<file path="src/rtl/instruction_fetcher_pkg.sv">
// Shared definitions for the fetch front end: RV32I opcodes, fetch FSM encoding,
// instruction-queue entry layout and J/B immediate decoders.
package instruction_fetcher_pkg;

    localparam logic [6:0] OPC_LOAD   = 7'b0000011;
    localparam logic [6:0] OPC_STORE  = 7'b0100011;
    localparam logic [6:0] OPC_LUI    = 7'b0110111;
    localparam logic [6:0] OPC_AUIPC  = 7'b0010111;
    localparam logic [6:0] OPC_JAL    = 7'b1101111;
    localparam logic [6:0] OPC_JALR   = 7'b1100111;
    localparam logic [6:0] OPC_BRANCH = 7'b1100011;

    typedef enum logic [1:0] {
        ST_IDLE,
        ST_WAIT,
        ST_DISCARD,
        ST_JALR_STALL
    } fetch_state_t;

    typedef struct packed {
        logic [31:0] ins;
        logic [31:0] pc;
        logic        pred;
    } iq_entry_t;

    function automatic logic [31:0] j_imm(input logic [31:0] ins);
        return {{12{ins[31]}}, ins[19:12], ins[20], ins[30:21], 1'b0};
    endfunction

    function automatic logic [31:0] b_imm(input logic [31:0] ins);
        return {{20{ins[31]}}, ins[7], ins[30:25], ins[11:8], 1'b0};
    endfunction

endpackage

</file>
<file path="src/rtl/instruction_fetcher_ins_queue.sv">
// Small circular FIFO of fetched instructions {ins, pc, pred}; clear wins over push/pop.
module ins_queue
    import instruction_fetcher_pkg::*;
#(
    parameter int DEPTH = 4
) (
    input  logic                     clk,
    input  logic                     rst,
    input  logic                     push,
    input  iq_entry_t                push_data,
    input  logic                     pop,
    input  logic                     clear,
    output iq_entry_t                head_data,
    output logic                     full,
    output logic                     empty,
    output logic [$clog2(DEPTH):0]   count
);
    localparam int PTR_W = $clog2(DEPTH);
    localparam int CNT_W = PTR_W + 1;

    iq_entry_t          mem_reg [DEPTH];
    logic [PTR_W-1:0]   wr_ptr_reg;
    logic [PTR_W-1:0]   rd_ptr_reg;
    logic [CNT_W-1:0]   count_reg;

    // Storage carries no reset; validity is tracked purely by the pointers.
    always_ff @(posedge clk) begin
        if (push && !clear && !rst) begin
            mem_reg[wr_ptr_reg] <= push_data;
        end
    end

    always_ff @(posedge clk) begin
        if (rst || clear) begin
            wr_ptr_reg <= '0;
            rd_ptr_reg <= '0;
            count_reg  <= '0;
        end else begin
            if (push) begin
                wr_ptr_reg <= wr_ptr_reg + 1'b1;
            end
            if (pop) begin
                rd_ptr_reg <= rd_ptr_reg + 1'b1;
            end
            case ({push, pop})
                2'b10:   count_reg <= count_reg + 1'b1;
                2'b01:   count_reg <= count_reg - 1'b1;
                default: count_reg <= count_reg;
            endcase
        end
    end

    assign head_data = mem_reg[rd_ptr_reg];
    assign full      = (count_reg == CNT_W'(DEPTH));
    assign empty     = (count_reg == '0);
    assign count     = count_reg;

endmodule

</file>
<file path="src/rtl/instruction_fetcher.sv">
// RV32I fetch stage: one outstanding memory request, static redirect for JAL and
// predicted branches, stall on JALR until commit, queued launch into the ROB.
module instruction_fetcher
    import instruction_fetcher_pkg::*;
#(
    parameter int          IQ_DEPTH = 4,
    parameter logic [31:0] RESET_PC = 32'h0
) (
    input  logic        clk,
    input  logic        rst,
    input  logic        rdy,
    output logic        mem_req,
    output logic [31:0] mem_addr,
    input  logic        mem_done,
    input  logic [31:0] mem_data,
    output logic [31:0] br_query_pc,
    input  logic        br_predict_taken,
    input  logic        rob_full,
    output logic        if_ins_launch_flag,
    output logic [31:0] if_ins,
    output logic [31:0] if_ins_pc,
    output logic        if_ins_pred_taken,
    input  logic        rob_flush,
    input  logic [31:0] flush_pc,
    input  logic        commit_flag,
    input  logic        commit_is_jalr,
    input  logic [31:0] commit_value
);
    localparam int CNT_W = $clog2(IQ_DEPTH) + 1;

    fetch_state_t     state_reg;
    logic [31:0]      pc_reg;
    logic             mem_req_reg;
    logic [31:0]      mem_addr_reg;
    logic             launch_flag_reg;
    logic [31:0]      ins_reg;
    logic [31:0]      ins_pc_reg;
    logic             pred_reg;

    logic [6:0]       opcode;
    logic             pred_taken;
    logic [31:0]      pc_next;
    logic             q_push;
    logic             q_pop;
    logic             q_clear;
    logic             q_full;
    logic             q_empty;
    logic [CNT_W-1:0] q_count;
    iq_entry_t        q_in;
    iq_entry_t        q_head;
    logic             can_fetch;

    assign opcode      = mem_data[6:0];
    assign pred_taken  = (opcode == OPC_BRANCH) && br_predict_taken;
    assign br_query_pc = pc_reg;

    always_comb begin
        pc_next = pc_reg + 32'd4;
        case (opcode)
            OPC_JAL:    pc_next = pc_reg + j_imm(mem_data);
            OPC_BRANCH: pc_next = br_predict_taken ? pc_reg + b_imm(mem_data) : pc_reg + 32'd4;
            OPC_JALR:   pc_next = pc_reg;
            OPC_LOAD, OPC_STORE, OPC_LUI, OPC_AUIPC: pc_next = pc_reg + 32'd4;
            default:    pc_next = pc_reg + 32'd4;
        endcase
    end

    // Only one request is ever outstanding, so a non-full queue always has room for it.
    assign can_fetch = (q_count < CNT_W'(IQ_DEPTH));
    assign q_in      = '{ins: mem_data, pc: pc_reg, pred: pred_taken};
    assign q_clear   = rdy && rob_flush;
    assign q_push    = rdy && !rob_flush && (state_reg == ST_WAIT) && mem_done && !q_full;
    assign q_pop     = rdy && !rob_flush && !q_empty && !rob_full;

    ins_queue #(
        .DEPTH(IQ_DEPTH)
    ) u_ins_queue (
        .clk      (clk),
        .rst      (rst),
        .push     (q_push),
        .push_data(q_in),
        .pop      (q_pop),
        .clear    (q_clear),
        .head_data(q_head),
        .full     (q_full),
        .empty    (q_empty),
        .count    (q_count)
    );

    always_ff @(posedge clk) begin
        if (rst) begin
            state_reg       <= ST_IDLE;
            pc_reg          <= RESET_PC;
            mem_req_reg     <= 1'b0;
            mem_addr_reg    <= '0;
            launch_flag_reg <= 1'b0;
            ins_reg         <= '0;
            ins_pc_reg      <= '0;
            pred_reg        <= 1'b0;
        end else if (rdy) begin
            launch_flag_reg <= q_pop;
            if (q_pop) begin
                ins_reg    <= q_head.ins;
                ins_pc_reg <= q_head.pc;
                pred_reg   <= q_head.pred;
            end
            if (rob_flush) begin
                pc_reg <= flush_pc;
                // An in-flight request must still be completed by memory; swallow its data.
                if ((state_reg == ST_WAIT || state_reg == ST_DISCARD) && !mem_done) begin
                    state_reg <= ST_DISCARD;
                end else begin
                    state_reg   <= ST_IDLE;
                    mem_req_reg <= 1'b0;
                end
            end else begin
                case (state_reg)
                    ST_IDLE: begin
                        if (can_fetch) begin
                            mem_req_reg  <= 1'b1;
                            mem_addr_reg <= pc_reg;
                            state_reg    <= ST_WAIT;
                        end
                    end
                    ST_WAIT: begin
                        if (mem_done) begin
                            mem_req_reg <= 1'b0;
                            if (opcode == OPC_JALR) begin
                                state_reg <= ST_JALR_STALL;
                            end else begin
                                pc_reg    <= pc_next;
                                state_reg <= ST_IDLE;
                            end
                        end
                    end
                    ST_DISCARD: begin
                        if (mem_done) begin
                            mem_req_reg <= 1'b0;
                            state_reg   <= ST_IDLE;
                        end
                    end
                    ST_JALR_STALL: begin
                        if (commit_flag && commit_is_jalr) begin
                            pc_reg    <= commit_value;
                            state_reg <= ST_IDLE;
                        end
                    end
                    default: state_reg <= ST_IDLE;
                endcase
            end
        end
    end

    assign mem_req            = mem_req_reg;
    assign mem_addr           = mem_addr_reg;
    assign if_ins_launch_flag = launch_flag_reg;
    assign if_ins             = ins_reg;
    assign if_ins_pc          = ins_pc_reg;
    assign if_ins_pred_taken  = pred_reg;

endmodule
</file>
<file path="config.mk">
export PLATFORM = sky130hd
export DESIGN_NAME = instruction_fetcher
export DESIGN_NICKNAME = d
export VERILOG_FILES = /design/src/rtl/instruction_fetcher_pkg.sv /design/src/rtl/instruction_fetcher_ins_queue.sv /design/src/rtl/instruction_fetcher.sv
export SDC_FILE = /design/constraint.sdc
export NUM_CORES = 1
export LEC_CHECK = 0
export CAP_MARGIN = 20
export CORE_ASPECT_RATIO = 1.2
export CORE_MARGIN = 2
export CORE_UTILIZATION = 31
export DETAILED_ROUTE_END_ITERATION = 6
export SYNTH_ARGS = -nofsm -noshare
export SYNTH_HDL_FRONTEND = slang
export SYNTH_SLANG_ARGS = --single-unit
</file>
<file path="constraint.sdc">
create_clock -name clk -period 8.5 [get_ports clk]
set_input_delay 1.7 -clock clk [delete_from_list [all_inputs] [get_ports clk]]
set_output_delay 1.7 -clock clk [all_outputs]
set_load 0.01 [all_outputs]
</file>
# After elaboration in Yosys (flattened, before gate mapping)
# Memory sizes are Yosys's and may differ from the RTL's. A register that Yosys moved wholly into a read port is not among the register bits.
# Cells that the tools add are included.
op_classes:
  add_sub_neg: 7
  n_bitwise: 1
  n_lt_le_gt_ge: 1
  muxes: 23
  eq_ne: 16
  n_reduce_logical: 32
ops:
  columns: ["operator", "count"]
  rows:
  - ["32-bit two-way mux", 5]
  - ["32-bit case mux with 2 select lines", 2]
  - ["32-bit adder", 2]
  - ["32-bit by 3-bit adder with 32-bit output (second input constant)", 1]
  - ["7-bit equality test (second input constant)", 3]
  - ["3-bit != test (second input constant)", 5]
  - ["5-bit AND reduction", 3]
  - ["2-bit two-way mux", 7]
  - ["1-bit logical AND", 12]
  - ["2-bit case mux with 4 select lines", 1]
  - ["1-bit logical NOT", 7]
  - ["2-bit equality test (second input constant)", 3]
  - ["1-bit two-way mux", 6]
  - ["3-bit case mux with 2 select lines", 1]
  - ["3-bit nonzero test", 2]
  - ["2-bit by 1-bit adder with 2-bit output (second input constant)", 2]
  - ["2-bit by 1-bit equality test with 1-bit output (second input constant)", 2]
  - ["4-bit AND reduction", 1]
  - ["3-bit by 1-bit adder with 3-bit output (second input constant)", 1]
  - ["3-bit equality test (second input constant)", 1]
  - ["3-bit logical NOT", 1]
  - ["3-bit less-than comparator (second input constant)", 1]
  - ["3-bit by 1-bit != test with 1-bit output (second input constant)", 1]
  - ["3-bit by 1-bit subtractor with 3-bit output (second input constant)", 1]
  - ["8 further kinds", 9]
totals:
  input_bits: 105
  out_inout_bits: 131
  ff_bits: 75
  ramBits: 260
  mem_count: 1
  elab_cells: 89
mem_list:
  columns: ["memory", "words", "word_bits", "read_ports", "rd_ports_with_merged_regs", "wr", "line_no", "rtl"]
  rows:
  - ["u_ins_queue.mem_reg", 4, 65, 1, 1, 1, "instruction_fetcher_ins_queue.sv:21", "iq_entry_t mem_reg [DEPTH];"]

# Longest topological paths before layout
# Gate-level depths: netlist (run 1).
depth:
  depth_word: 9
  ltp_mapped: 13
  mapped_depth_nobuf: 11

# Hierarchy
# Synthesis (run 1) repeated with hierarchy kept, for this count alone.
hier_totals:
  hier_cells: 1622
  area_unflattened_um2: 19024.5
modules_own_cells:
  columns: ["mod", "instances", "seq_area_each_um2", "cells_per_inst", "area_each_um2"]
  rows:
  - ["ins_queue", 1, 7987.7, 388, 9868.2]
  - ["instruction_fetcher", 1, 2662.6, 1234, 9156.3]

# Least setup slack after synthesis (run 1)
# Ideal clock, no wire load.
synth_timing:
  path_kind: "in2reg"
  from: "input rob_flush"
  to: "memory u_ins_queue.mem_reg[0][0] in the netlist's numbering (enable)"
  setup_ns: 0.430
  path_buffers: 1
  stages: 7
  slack_ns: 3.815
  arrival_time_ns: 4.255
  t_required_ns: 8.070
  path_cell_list: "buf_2 -> inv_2 -> nand2_1 -> a211oi_1 -> inv_1 -> nor2_1 -> and2_1"
synth_via:
  elab_chain_len: 9
  word_cells_on_any_way: 11
  cone_classes: "mux: 2; reduce/logical: 9"
synth_lines:
  columns: ["item", "line_no", "rtl"]
  rows:
  - ["from (decl)", "instruction_fetcher.sv:23", "input logic rob_flush,"]
  - ["1-bit logical NOT", "instruction_fetcher.sv:72", "assign q_push = rdy && !rob_flush && (state_reg == ST_WAIT) && mem_done && !q_full;"]
  - ["1-bit logical AND (4 in series)", "instruction_fetcher.sv:72", null]
  - ["1-bit logical AND * (2 in series)", "instruction_fetcher_ins_queue.sv:28", "if (push && !clear && !rst) begin"]
  - ["1-bit two-way mux *", "instruction_fetcher_ins_queue.sv:28", null]
  - ["1-bit two-way mux (not written as such) *", "instruction_fetcher_ins_queue.sv:29", "mem_reg[wr_ptr_reg] <= push_data;"]
  - ["to (decl)", "instruction_fetcher_ins_queue.sv:21", null]
# Mark *: on every way between the ends. The rest lies on a longest branch, timed or not.

# Worst setup path after layout (run 1)
layout_timing:
  from: "input rob_flush"
  to: "memory u_ins_queue.mem_reg[0][55] in the netlist's numbering (enable)"
# Same word-level chain as after synthesis.

==> results by group, run 1 <==
Yosys
  – Area share of and/or/nand/nor cells after synthesis: 0.111
  – Synthesized cell area: 18700 sq um
  – Mux share of post-synthesis cell area: 0.0823
  – Ys async rst share: 0
  – Mapped Cells: 1616
  – Compound-Gate Fraction of Synth Area: 0.147
  – Flops & latches, synth: 400
  – Yosys warns: 0
  – Adder-Cell Fraction of Synth Area: 0.0386
  – Post-synth EDFFs: 260
  – Main flop type after synthesis: edfxtp_1
  – Largest family of logic cells by synthesized area: compound AO/OA/AOI/OAI gates
  – Post-synthesis sequential area ratio: 0.566
  – Synth Net Count: 1777
  – Count of cell types in the netlist: 77
  – Xor-xnor portion of the synthesized cell area: 0.0294
  – Mean area per synthesized cell: 11.6 sq um

Setup path
  – Highest net fanout along the worst path: 40
  – Cells along the critical path: clkdlybuf4s50_1, buf_4, inv_2, nand2_1, a211oi_1, inv_1, nor2_1, and2_2, buf_4
  – CP Buf/Inv Count: 5
  – Most repeated library cell on the critical path: buf_4
  – Reg-to-reg startpoint: br_query_pc[2]$_SDFFE_PP0P_
  – Worst path top cell family by delay: buffers and inverters
  – Crit. End Element: register
  – Worst Path Arrival: 5.21 ns
  – Slowest cell on crit path: and2_2
  – Setup CP Type: in2reg
  – Nature of the critical path startpoint: primary input
  – Crit path launch: rob_flush
  – Crit path required time: 8.71 ns
  – CP peak stage delay: 0.62 ns

Cells and area
  – Synthesis-to-finish area growth: 24.8%
  – Fin nets: 1992
  – Layout cells sized above 1: 0.106
  – Util after Layout: 0.392
  – Max reg flops: 260
  – Most common cell after layout, fill and taps aside: edfxtp_1
  – Most frequent cells in the layout: 260 x edfxtp_1, 259 x nand2_1, 234 x clkdlybuf4s50_1
  – N_diodes: 0

Timing
  – RSZ-0062 raised after global routing: false
  – Fmax: 0.200 GHz
  – Slew Limit Headroom: 0.291
  – Final hold violation count: 0
  – Period utilization: 0.588
  – Clock Skew: 0.0123 ns
  – Min Clock Period, post-route: 5.00 ns
  – Max-slew violations: 0
  – # setup viols final: 0
  – Final worst setup slack: 3.50 ns
  – Slew @ Worst Pin: 1.06 ns
  – Setup TNS: 0 ns

Clock tree
  – Post-cts sizing count: 0
  – CTS Buffer Depth: 3
  – CTS Sinks: 400
  – CTS tree: done
  – Postcts setup bufs: 0
  – CTS buffer count: 44
  – Hold buffers post-CTS: 0
  – H-tree Lvls: 2
  – Skew-Pair Late Insertion Delay: 0.59 ns
  – Clk slew on worst S/H paths: 0.06 ns
  – Root buf cell: clkbuf_16

Place
  – Hpwl dp: 41200 um
  – RD Place Congestion: 0.913
  – PortBufs: 235
  – Pre-CTS setup slack: 2.93 ns

Worst hold path
  – Hold path start: if_ins[6]$_SDFFE_PP0P_
  – Hold Path Class: reg2reg

Floorplan
  – Die width: 229 um
  – Core area: 59700 sq um
  – Ports: 236
  – Die Area: 62500 sq um
  – Initial core utilization: 0.314
  – Die Y: 273 um
  – Core Rows: 98

Detailed routing
  – Via count: 14253
  – Iteration-0 DRC Markers: 1400
  – Post-route DRC: 0
  – WL per Instance: 22.5 um
  – Routed WL: 59900 um
  – Pre-antenna DRT Iters: 6
  – ANT nets after route: 0
  – Via/cell ratio: 5.34

GRT
  – Initial antenna violation count: 1
  – Global Route Usage Sum: 0.189
  – Largest net degree at the start of global routing: 71
  – GRT overflow: 0
  – Number of global-route vias before repair: 14120
  – Global-route wire length before repair: 90100 um

Pwr
  – Worst ir drop on vdd: 0.132 mV
  – Leak: 7.78 nW
  – Pwr dens: 192 nW/um^2
  – Pwr Total: 4.50 mW

Status
  – Outcome: finished, final reports clean

Job
  – MaxCap Viol Count: 0
==> kinds of logic after synthesis <==
kind of cell / Yosys count
AOI/OAI and AO/OA: 426
DFF: 400
buffers and inverters: 124
and+or+nand+nor: 474
adders and majority gates: 56
muxes: 73
xor gates and xnor gates: 63
==> cell usage after synthesis (13+ instances only) <==
cell type | n | area, sq um
edfxtp_1 | 260 | 7810
nand2_1 | 259 | 972
a21oi_1 | 173 | 866
dfxtp_1 | 140 | 2800
nor2_1 | 90 | 338
clkbuf_1 | 71 | 267
mux4_2 | 65 | 1460
ha_1 | 53 | 663
o21ai_0 | 52 | 260
xnor2_1 | 41 | 359
a21o_1 | 27 | 203
a211oi_1 | 26 | 195
nor3_1 | 26 | 130
inv_1 | 25 | 93.8
nand3_1 | 24 | 120
xor2_1 | 22 | 193
a221oi_1 | 19 | 166
o22ai_1 | 18 | 113
buf_2 | 15 | 75.1
nand4_1 | 14 | 87.6
o211ai_1 | 13 | 97.6
o221ai_1 | 13 | 114
==> through the flow <==
stage               hold slack (ns)  instances  cell area (sq um)
global placement              0.443       2585              22000
finish                        0.451       2667              23400
floorplan                     0.469       1616              18700
global route                  0.475       2667              23400
CTS                           0.456       2667              23400
detailed placement            0.448       2585              22000
==> worst min-delay path, delay by kind of cell (launching register included) <==
family | cells | cell delay [ns]
flops | 1 | 0.30
simple gates | 1 | 0.05
compound gates | 1 | 0.05
==> power by group <==
part	switching, mW	internal (mW)
Combinational	0.271	0.197
Sequential	0.0454	2.09
Clock	0.817	1.08
==> final timing paths <==
kind / to / slack, ns / cells past startpoint
worst max-delay path: u_ins_queue.mem_reg[0][55]$_DFFE_PP_ / 3.50 / 9
worst max register to register: br_query_pc[26]$_SDFFE_PP0P_ / 4.73 / 10
worst min register to register: if_ins[6]$_SDFFE_PP0P_ / 0.45 / 2
worst min-delay path: if_ins[6]$_SDFFE_PP0P_ / 0.45 / 2
==> routing by layer <==
layer  track usage  share of wire  up-vias
li1              -              -     6535
met2         0.314           0.48      589
met3        0.0428          0.076      104
met5             0        0.00017        -
met4        0.0674          0.031        2
met1         0.242           0.42     7023
==> cell type report <==
cell class | instances | area, sq um
Clock buffer | 58 | 1210
Clock inverter | 24 | 228
Fill cell | 5715 | 36300
Inverter | 27 | 101
Multi-Input combinational cell | 1092 | 7670
Sequential cell | 400 | 10600
Tap cell | 800 | 1000
Timing Repair Buffer | 266 | 2580
Power figures use the tool's default switching activity.
==> inputs of run 2 (changes only) <==
==> constraint.sdc (replaced) <==
create_clock -name clk -period 4.1 [get_ports clk]
set_input_delay 0.82 -clock clk [delete_from_list [all_inputs] [get_ports clk]]
set_output_delay 0.82 -clock clk [all_outputs]
set_load 0.01 [all_outputs]
==> run 2 against run 1 <==
Compared with the run above:
- combinational power grew 130%
- largest cell class unchanged
- utilization grew 0.87 points
- non-clock buffer count grew 60
- sequential cell count is the same
- clock skew grew 0.029 ns
- highest routed layer unchanged
- clock power grew 100%
- global-route usage grew 0.50 points
- sequential share of layout area shrank 0.98 points
- power grew 110%
- critical path type unchanged
==> results by group, run 2 (synthesis results as in run 1) <==
Place
  – RD Place Congestion: 0.901 (was 0.913)
  – Number of placed cells counting well taps: 2645 (was 2585)
  – Hpwl dp: 42200 um (was 41200 um)
  – PortBufs: 235 (unchanged)

GRT
  – GRT overflow: 0 (unchanged)
  – Largest net degree at the start of global routing: 117 (was 71)
  – Global Route Usage Sum: 0.194 (was 0.189)
  – Initial antenna violation count: 2 (was 1)
  – Number of global-route vias before repair: 14463 (was 14120)
  – Global-route wire length before repair: 91700 um (was 90100 um)

Setup path
  – Cell count along the critical path: 13 (was 9)
  – Highest net fanout along the worst path: 5 (was 40)
  – R2R depth: 11 (was 10)
  – Cells along the critical path: clkdlybuf4s50_1, ha_1, fa_1, a21o_1, o21a_1, o2111ai_1, buf_4, a21boi_4, a221o_2, a21oi_2, o31ai_1, mux2i_1, a221oi_1 (was clkdlybuf4s50_1, buf_4, inv_2, nand2_1, a211oi_1, inv_1, nor2_1, and2_2, buf_4)
  – Setup CP Type: in2reg (unchanged)
  – Crit. End Element: register (unchanged)
  – Setup slack on the worst flop-to-flop path: 0.67 ns (was 4.73 ns)
  – Nature of the critical path startpoint: primary input (unchanged)
  – Crit path required time: 4.58 ns (was 8.71 ns)
  – Slowest cell on crit path: clkdlybuf4s50_1 (was and2_2)
  – CP Buf/Inv Count: 2 (was 5)
  – FF-to-FF End: br_query_pc[31]$_SDFFE_PP0P_ (was br_query_pc[26]$_SDFFE_PP0P_)
  – Worst path top cell family by delay: compound AO/OA/AOI/OAI gates (was buffers and inverters)
  – Reg-to-reg startpoint: br_query_pc[1]$_SDFFE_PP0P_ (was br_query_pc[2]$_SDFFE_PP0P_)
  – CP peak stage delay: 0.49 ns (was 0.62 ns)
  – Worst Path Arrival: 4.04 ns (was 5.21 ns)

Detailed routing
  – Via count: 14388 (was 14253)
  – Routed WL: 61400 um (was 59900 um)
  – Via/cell ratio: 5.28 (was 5.34)
  – Iteration-0 DRC Markers: 1186 (was 1400)
  – Post-route DRC: 0 (unchanged)
  – Pre-antenna DRT Iters: 5 (was 6)
  – ANT nets after route: 0 (unchanged)
  – WL per Instance: 22.5 um (about the same)

Worst hold path
  – Cells on Worst Hold Path: 2 (unchanged)
  – Hold path start: if_ins[3]$_SDFFE_PP0P_ (was if_ins[6]$_SDFFE_PP0P_)
  – Hold EP: if_ins[3]$_SDFFE_PP0P_ (was if_ins[6]$_SDFFE_PP0P_)
  – Hold Path Class: reg2reg (unchanged)

Clock tree
  – Postcts setup bufs: 0 (unchanged)
  – CTS buffer count: 43 (was 44)
  – Clk slew on worst S/H paths: 0.06 ns (about the same)
  – H-tree Lvls: 2 (unchanged)
  – CTS Buffer Depth: 3 (unchanged)
  – Root buf cell: clkbuf_16 (unchanged)
  – Hold buffers post-CTS: 0 (unchanged)
  – Post-cts sizing count: 0 (unchanged)
  – CTS Sinks: 400 (unchanged)
  – Skew-Pair Late Insertion Delay: 0.60 ns (was 0.59 ns)
  – CTS tree: done (unchanged)

Cells and area
  – # fillers: 5727 (was 5715)
  – Most common cell after layout, fill and taps aside: edfxtp_1 (unchanged)
  – Post-Layout Cell Count: 2725 (was 2667)
  – Synthesis-to-finish area growth: 27.6% (was 24.8%)
  – Most frequent cells in the layout: 260 x edfxtp_1, 259 x nand2_1, 234 x clkdlybuf4s50_1 (unchanged)
  – Fin nets: 2051 (was 1992)
  – N_diodes: 0 (unchanged)
  – Layout cells sized above 1: 0.131 (was 0.106)
  – Util after Layout: 0.401 (was 0.392)
  – Max reg flops: 260 (unchanged)

Floorplan
  – Core area: 59700 sq um (unchanged)
  – Die Area: 62500 sq um (unchanged)
  – Die Y: 273 um (unchanged)
  – Ports: 236 (unchanged)
  – Initial core utilization: 0.314 (unchanged)
  – Die width: 229 um (unchanged)
  – Core Rows: 98 (unchanged)

Pwr
  – Sequential share of power: 0.470 (was 0.474)
  – Int Pwr: 6.91 mW (was 3.36 mW)
  – Sw Pwr: 2.39 mW (was 1.13 mW)
  – Comb power frac: 0.116 (was 0.104)
  – Worst ir drop on vdd: 0.223 mV (was 0.132 mV)
  – Pwr Total: 9.30 mW (was 4.50 mW)
  – Clock power share: 0.413 (was 0.422)
  – Pwr dens: 389 nW/um^2 (was 192 nW/um^2)
  – Leak: 8.06 nW (was 7.78 nW)
  – Switch share: 0.257 (was 0.252)

Timing
  – Max-slew violations: 0 (unchanged)
  – Period utilization: 0.869
  – # setup viols final: 0 (unchanged)
  – Slew @ Worst Pin: 0.944 ns (was 1.06 ns)
  – Fmax: 0.281 GHz
  – Clock Skew: 0.0415 ns (was 0.0123 ns)
  – Slew Limit Headroom: 0.370 (was 0.291)
  – Min Clock Period, post-route: 3.56 ns
  – RSZ-0062 raised after global routing: false (unchanged)
  – Final hold violation count: 0 (unchanged)

Status
  – Outcome: finished, final reports clean (unchanged)

Job
  – MaxCap Viol Count: 0 (unchanged)
## run 2: cell count changes in the layout (fill, tap and decap cells not counted), moves of 2 or more
cell and delta:
buf_12 +9, buf_4 +51, clkbuf_16 -2, clkbuf_2 -2
clkinv_1 +2, clkinvlp_4 +4, inv_16 -2, inv_4 -2
## run 2: tightest hold or removal path, stage by stage (launching register included)
cell and delay, ns:
dfxtp_1 0.31, nand2_1 0.05, a21oi_1 0.05
## run 2: per-layer routing
layer,up-vias,GRT usage,share of wire
met5,-,0,0.00042
met4,4,0.0630,0.028
met3,102,0.0340,0.060
met2,495,0.326,0.48
met1,7138,0.254,0.43
li1,6649,-,-
## run 2: how the worst max path moves through the flow
| stage | start | end | slack (ns) |
|---|---|---|---|
| after floorplan | rob_flush | u_ins_queue.mem_reg[0][0]$_DFFE_PP_ | 0.30 |
| after global placement | mem_data[8] | br_query_pc[27]$_SDFFE_PP0P_ | -0.06 |
| after detailed placement | mem_data[8] | br_query_pc[27]$_SDFFE_PP0P_ | -0.05 |
| after CTS | mem_data[8] | br_query_pc[31]$_SDFFE_PP0P_ | 0.55 |
| after global routing | mem_data[21] | br_query_pc[31]$_SDFFE_PP0P_ | 0.33 |
| final | mem_data[8] | br_query_pc[31]$_SDFFE_PP0P_ | 0.54 |
## run 2: through the flow
| stage | setup TNS, ns | hold slack (ns) | worst slack, ns | instance area (sq um) |
|---|---|---|---|---|
| after floorplan | 0 | 0.469 | 0.295 | 18700 |
| after global placement | -0.0642 | 0.444 | -0.0642 | 22500 |
| after detailed placement | -0.0909 | 0.446 | -0.0531 | 22500 |
| after CTS | 0 | 0.453 | 0.555 | 23900 |
| after global routing | 0 | 0.474 | 0.328 | 23900 |
| final | 0 | 0.453 | 0.538 | 23900 |
## run 2: power by group through the flow
stage	logic [mW]	registers, mW	clock network, mW
final	1.08	4.37	3.84
after global routing	1.17	4.37	4.08
after CTS	1.08	4.37	3.93
after detailed placement	1.07	4.46	0
after global placement	1.07	4.46	0
after floorplan	0.531	4.48	0
## run 2: final cells by class
cell class              count  area (sq um)  share of cell area
flip-flops and latches    400         10600               0.444
multi-input cells        1092          7670               0.321
repair buffers            326          3150               0.131
clock buffers              52          1130              0.0472
well taps                 800          1000              0.0418
clock inverters            28           263              0.0110
inverters                  27           101             0.00424
